**config.mk**
```make
export PLATFORM = sky130hd
export DESIGN_NAME = rom_loader_flat
export DESIGN_NICKNAME = d
export VERILOG_FILES = /design/src/rtl/rom_loader_if.sv /design/src/rtl/rom_loader.sv /design/src/flat_wrapper.sv
export SDC_FILE = /design/constraint.sdc
export NUM_CORES = 2
export LEC_CHECK = 0
export CAP_MARGIN = 20
export CELL_PAD_IN_SITES_DETAIL_PLACEMENT = 2
export CELL_PAD_IN_SITES_GLOBAL_PLACEMENT = 2
export CORE_MARGIN = 1.5
export CORE_UTILIZATION = 50
export CTS_CLUSTER_SIZE = 40
export DETAILED_ROUTE_END_ITERATION = 8
export GPL_TIMING_DRIVEN = 0
export PLACE_DENSITY_LB_ADDON = 0.1
export SYNTH_ARGS = -nofsm -noshare
export SYNTH_HDL_FRONTEND = slang
export SYNTH_SLANG_ARGS = --single-unit
```
**constraint.sdc**
```tcl
create_clock -name clk -period 3.1 [get_ports clk]
set_input_delay 0.775 -clock clk [delete_from_list [all_inputs] [get_ports clk]]
set_output_delay 0.775 -clock clk [all_outputs]
set_load 0.01 [all_outputs]
```
**src/rtl/rom_loader_if.sv**
```systemverilog
`default_nettype none
// +----------------------------------------------------------------------------+
// | Module      : rom_loader_if                                                |
// | Description : Load-stream and read-port bundle for rom_loader. The master  |
// |               modport is the boot/config source plus the read consumer;    |
// |               the slave modport is the loader itself.                      |
// | Revision    : 1.0 - initial release                                        |
// +----------------------------------------------------------------------------+
interface rom_loader_if #(
  parameter int unsigned ADDR_W = 8,
  parameter int unsigned DATA_W = 8
);
  // Burst control
  logic              start;
  logic [ADDR_W-1:0] base_addr;
  logic [ADDR_W:0]   len;
  // Write stream
  logic              wr_valid;
  logic [DATA_W-1:0] wr_data;
  logic              wr_ready;
  // Status
  logic              busy;
  logic              done;
  logic              err;
  // Read port
  logic [ADDR_W-1:0] addr;
  logic [DATA_W-1:0] data;

  modport master (
    output start, base_addr, len, wr_valid, wr_data, addr,
    input  wr_ready, busy, done, err, data
  );

  modport slave (
    input  start, base_addr, len, wr_valid, wr_data, addr,
    output wr_ready, busy, done, err, data
  );
endinterface
`default_nettype wire

```
**src/rtl/rom_loader.sv**
```systemverilog
`default_nettype none
// +----------------------------------------------------------------------------+
// | Module      : rom_loader                                                   |
// | Description : Loads a DEPTH x DATA_W array from a valid/ready byte stream  |
// |               in bursts (base address + length), and serves registered    |
// |               reads on an addr/data port in every state.                   |
// | Revision    : 1.0 - initial release                                        |
// +----------------------------------------------------------------------------+
module rom_loader #(
  parameter int unsigned ADDR_W = 8,
  parameter int unsigned DATA_W = 8,
  parameter int unsigned DEPTH  = 2**ADDR_W
) (
  input  wire logic    clk,
  input  wire logic    rst_n,
  rom_loader_if.slave  bus
);

  // len is one bit wider than the address so that a full-array burst fits.
  localparam logic [ADDR_W:0] c_DEPTH = (ADDR_W+1)'(DEPTH);
  localparam logic [ADDR_W:0] c_ONE   = (ADDR_W+1)'(1);
  localparam logic [ADDR_W:0] c_ZERO  = '0;

  typedef enum logic [1:0] {
    S_IDLE = 2'd0,
    S_LOAD = 2'd1,
    S_DONE = 2'd2
  } state_t;

  state_t            r_state;
  state_t            w_state_nxt;
  logic [ADDR_W-1:0] r_ptr;
  logic [ADDR_W:0]   r_remaining;
  logic              r_err;
  logic [DATA_W-1:0] r_data;
  logic [DATA_W-1:0] r_mem [DEPTH];

  logic w_len_ok;
  logic w_xfer;
  logic w_go;
  logic w_reject;

  assign w_len_ok = (bus.len != c_ZERO) && (bus.len <= c_DEPTH);
  assign w_xfer   = (r_state == S_LOAD) && bus.wr_valid;
  assign w_go     = (r_state == S_IDLE) && bus.start && w_len_ok;

  // Next-state logic; any start that does not launch a burst is flagged as rejected.
  always_comb begin
    w_state_nxt = r_state;
    w_reject    = 1'b0;
    case (r_state)
      S_IDLE: begin
        if (bus.start) begin
          if (w_len_ok) w_state_nxt = S_LOAD;
          else          w_reject    = 1'b1;
        end
      end
      S_LOAD: begin
        w_reject = bus.start;
        if (w_xfer && (r_remaining == c_ONE)) w_state_nxt = S_DONE;
      end
      S_DONE: begin
        // A start seen here is dropped; if it is still held next cycle,
        // IDLE evaluates it afresh.
        w_reject    = bus.start;
        w_state_nxt = S_IDLE;
      end
      default: w_state_nxt = S_IDLE;
    endcase
  end

  // State register.
  always_ff @(posedge clk or negedge rst_n) begin
    if (!rst_n) r_state <= S_IDLE;
    else        r_state <= w_state_nxt;
  end

  // Burst pointer and word countdown; pointer wraps naturally at ADDR_W bits.
  always_ff @(posedge clk or negedge rst_n) begin
    if (!rst_n) begin
      r_ptr       <= '0;
      r_remaining <= '0;
    end else if (w_go) begin
      r_ptr       <= bus.base_addr;
      r_remaining <= bus.len;
    end else if (w_xfer) begin
      r_ptr       <= r_ptr + 1'b1;
      r_remaining <= r_remaining - c_ONE;
    end
  end

  // Error pulse lands in the cycle after the rejected start.
  always_ff @(posedge clk or negedge rst_n) begin
    if (!rst_n) r_err <= 1'b0;
    else        r_err <= w_reject;
  end

  // Array write port; contents deliberately survive reset.
  always_ff @(posedge clk) begin
    if (w_xfer) r_mem[r_ptr] <= bus.wr_data;
  end

  // Registered read; sampling the array before this edge's write gives read-before-write.
  always_ff @(posedge clk or negedge rst_n) begin
    if (!rst_n) r_data <= '0;
    else        r_data <= r_mem[bus.addr];
  end

  assign bus.wr_ready = (r_state == S_LOAD);
  assign bus.busy     = (r_state == S_LOAD);
  assign bus.done     = (r_state == S_DONE);
  assign bus.err      = r_err;
  assign bus.data     = r_data;

endmodule
`default_nettype wire
```
**src/flat_wrapper.sv**
```systemverilog
// flat-port wrapper written by rule: the top's interface ports become plain ports
module rom_loader_flat 
#(
  parameter int unsigned ADDR_W = 8,
  parameter int unsigned DATA_W = 8,
  parameter int unsigned DEPTH  = 2**ADDR_W
)
  (clk, rst_n, bus_start, bus_base_addr, bus_len, bus_wr_valid, bus_wr_data, bus_addr, bus_wr_ready, bus_busy, bus_done, bus_err, bus_data);
  rom_loader_if #(.ADDR_W(ADDR_W), .DATA_W(DATA_W)) bus_i ();
  input  wire logic clk;
  input  wire logic rst_n;
  input wire logic [$bits(bus_i.start)-1:0] bus_start;
  input wire logic [$bits(bus_i.base_addr)-1:0] bus_base_addr;
  input wire logic [$bits(bus_i.len)-1:0] bus_len;
  input wire logic [$bits(bus_i.wr_valid)-1:0] bus_wr_valid;
  input wire logic [$bits(bus_i.wr_data)-1:0] bus_wr_data;
  input wire logic [$bits(bus_i.addr)-1:0] bus_addr;
  output wire logic [$bits(bus_i.wr_ready)-1:0] bus_wr_ready;
  output wire logic [$bits(bus_i.busy)-1:0] bus_busy;
  output wire logic [$bits(bus_i.done)-1:0] bus_done;
  output wire logic [$bits(bus_i.err)-1:0] bus_err;
  output wire logic [$bits(bus_i.data)-1:0] bus_data;
  assign bus_i.start = bus_start;
  assign bus_i.base_addr = bus_base_addr;
  assign bus_i.len = bus_len;
  assign bus_i.wr_valid = bus_wr_valid;
  assign bus_i.wr_data = bus_wr_data;
  assign bus_i.addr = bus_addr;
  assign bus_wr_ready = bus_i.wr_ready;
  assign bus_busy = bus_i.busy;
  assign bus_done = bus_i.done;
  assign bus_err = bus_i.err;
  assign bus_data = bus_i.data;
  rom_loader #(.ADDR_W(ADDR_W), .DATA_W(DATA_W), .DEPTH(DEPTH)) u_core (.clk(clk), .rst_n(rst_n), .bus(bus_i));
endmodule
```
==> impl_results.md <==
- Ys Warns: 0
- Slew at the pin closest to its max-slew limit: 1.34 ns
- CP startpoint: bus_addr[2]
- Tcrit/Tclk final: 1.07
- Root Buffer: clkbuf_16
- Post-Synthesis Cell Area: slightly above 80000 um^2
- Register area share after synthesis: 0.770
- Post-synth ARST share: 0.0135
- Clock tree buffer depth: 3
- Fin. Hold Viols: 0
- Reg2Reg Depth: 4
- Top cells by area, synth: edfxtp_1, mux4_2, mux2i_1, a22oi_1, nor2_1
- Critical path class: primary input to flop
- Avg WL per Cell: 56.4 um
- Cell taking the most area after synthesis: edfxtp_1
- TritonCTS clock tree: yes
- Placed cell area: 84500 um^2
- Seq pwr share: 0.486
- DRC violation count after routing: 0
- Clock slew at reported path FFs: ~0.07 ns
- # rows: roughly 150
- DIE WIDTH: slightly above 400 um
- Final-stage net count: ~4300
- Post-DRT Antenna Nets: 0
- Max Slew Vio Count: 0
- Starting Density: 0.504
- Skew-Pair Late Insertion Delay: just under 0.9 ns
- Rel. slew slack: 0.107
- Total die area: 164000 um^2
- Final setup viols: 93
- Cell Pwr Density: between 600 and 700 nW/um^2
- WL final: approximately 370000 um
- Number of vias per cell: 7.69
- Leak: 0.0290 uW
- P_sw: between 15000 and 20000 uW
- Die height: 405 um
- Hold Path Class: primary input to asynchronous set/reset pin
- Worst path required time: ~3.8 ns
- Drt pass-1 iters: 6
- Total gr overflow: 0
- Yosys cell types: 65
- Maximum vdd ir drop: around 0.63 mV
- # H-tree levels: 4
- Antenna violations before repair: 28
- Clk sinks: about 2100
- CP arrival: 3.98 ns
- Share of layout cells above drive strength 1: 0.316
- Fillers: between 10000 and 15000
- Number of enable flip-flop cells after synthesis: 2048
- Routability cong.: ~0.9
- Run status: complete, but fails checks
- Yosys reg bits: 2076
- RSZ-0062 raised after global routing: yes
- R2R Path Start: u_core.r_ptr[4]$_DFFE_PN0P_
- Logic pwr share: 0.104
- Largest net degree at the start of global routing: around 150
- Clock Skew: about 0.045 ns
- Core Area: roughly 160000 um^2
- Final min period: 3.31 ns
- Type of origin of the critical path: primary input
- Max Cap Violations: 0
- Total power: roughly 65000 uW
- Mapped Avg Cell Area: around 21 um^2
- Cts hold-fix bufs: 0
- Syn Nets: a little under 4000
- DR iter-0 viols: a little over 10000
- Slack of the critical path: -0.209 ns
- Ports: a little under 50
- Cells after Synth: ~3900
- HPWL Detailed: around 220000 um
- Crit-path max FO: 10
- Clk network pwr share: 0.410
- Most common library cells after synthesis: edfxtp_1, mux4_2, nor2_1
- First-pass GRT wire length: ~480000 um
- Port buffer count: a little over 40
- Inserted Clock Buffers: between 200 and 250
- Yosys top cell area share: 0.762
- Main synth FF type: edfxtp_1
- Vias in the first global route: ~50000
- Internal: around 47000 uW
- Count leader, synth: edfxtp_1
- Area growth syn-to-layout: 17.1%
- GRT Util Overall: 0.453
- Design area: roughly 95000 um^2
- Sequential cell area: between 60000 and 70000 um^2
- F_max: a little over 300 MHz
- Area of the multi-input gates: roughly 19000 um^2
- Switching Share: 0.271
- Vias: between 50000 and 60000
- Failing checks: negative setup slack
- Worst setup EP type: flop
==> worst max-delay path: stages <==
cell      delay, ns
buf_4          0.26
nor2b_4        0.49
clkbuf_4       0.46
buf_4          0.43
a22oi_1        0.28
a41oi_2        0.45
nor4_4         0.12
nor4_4         0.65
==> final timing paths <==
kind | end | slack, ns
min in group clk | u_core.r_mem[146][6]$_DFFE_PP_ | 0.35
hold / removal | u_core.r_ptr[2]$_DFFE_PN0P_ | 0.08
max in group asynchronous | u_core.bus.data[7]$_DFF_PN0_ | 2.37
setup / recovery | u_core.bus.data[6]$_DFF_PN0_ | -0.21
hold reg to reg | u_core.r_state[1]$_DFFE_PN0P_ | 0.60
setup reg to reg | u_core.r_mem[28][0]$_DFFE_PP_ | -0.20
==> state kept, by name, indices dropped and copies added, names as in the netlist <==
register and flops:
u_core.bus.err 1, u_core.bus.data 8, u_core.r_mem 2048, u_core.r_remaining 9, u_core.r_ptr 8, u_core.r_state 2
==> timing repair <==
item                                    CTS  global route
setup endpoints to repair              1947          1777
endpoints found under the hold margin     0             0
setup buffers                            11             8
resized for setup                       719           162
pin swaps                                13            11
==> cell type report <==
type                       instances  share of cell area
buffer                           238              0.0244
timing repair buffer              87              0.0131
inverter                          11            0.000437
multi-input combinational       1583               0.204
antenna                           14            0.000370
tap                             2160              0.0286
clock inverter                   118              0.0106
sequential                      2076               0.658
clock buffer                     275              0.0607
==> per-layer routing <==
layer / track usage / wire length (um) / vias up
met3: 0.165 / 54400 / 1342
met5: 0 / 511 / -
li1: - / - / 16900
met2: 0.650 / 160000 / 5433
met4: 0.311 / 29600 / 24
met1: 0.577 / 125000 / 26700
==> cell usage in the layout, fill, tap and decap left out, types with 12 or more instances in the layout <==
master,n
mux4_2,439
bufinv_16,16
dfrtp_1,28
buf_8,50
nor2_2,64
nand3_2,18
a21oi_1,95
clkbuf_1,74
a211oi_1,14
buf_16,12
clkbuf_16,216
mux2i_1,127
nor2_4,177
clkbuf_4,23
nand2_1,53
edfxtp_1,2048
nor2_1,54
buf_2,15
clkbuf_8,26
nand3_1,16
diode_2,14
o21ai_0,24
buf_6,49
buf_4,39
o221ai_1,29
a21oi_2,25
a22oi_1,149
clkinv_1,56
clkinv_2,32
clkbuf_2,33
buf_12,29
clkdlybuf4s50_1,31
nor3_1,22
nor2b_1,22
o22ai_1,34
==> kinds of logic (layout without fill, tap and decap cells) <==
kind of cell    count (synthesis)  in the layout  share of synthesized area
compound gates                445            445                     0.0375
buf+inv                       258            729                     0.0192
fa+ha+maj                      12             12                    0.00186
simple gates                  531            531                     0.0294
xor+xnor                       16             16                    0.00174
other cells                     0             14                          0
flops                        2076           2076                      0.770
mux                           579            579                      0.140
==> power groups by stage <==
| stage | Sequential, uW | Combinational (uW) | Clock, uW |
|---|---|---|---|
| 6_report | 31400 | 6700 | 26500 |
| 3_3_place_gp | 32200 | 5030 | 0 |
| 5_1_grt | 31400 | 6580 | 27100 |
| 2_1_floorplan | 31800 | 2340 | 0 |
| 4_1_cts | 31300 | 6330 | 26200 |
| 3_5_place_dp | 31900 | 5460 | 0 |
==> through the flow <==
step / TNS [ns] / setup WS, ns / cells / utilization / hold slack [ns]
2_1_floorplan: 0 / 0.442 / 3917 / - / 0.479
3_3_place_gp: - / -7.03 / 6118 / 0.523 / 0.562
3_5_place_dp: -1961.97 / -3.02 / 6145 / 0.527 / 0.582
4_1_cts: -64.28 / -0.260 / 6545 / 0.586 / 0.0532
5_1_grt: -3.08 / -0.178 / 6548 / 0.590 / 0.0997
6_report: -6.97 / -0.209 / 6562 / 0.590 / 0.0770
Note: power is estimated with default switching activity, not from simulation.
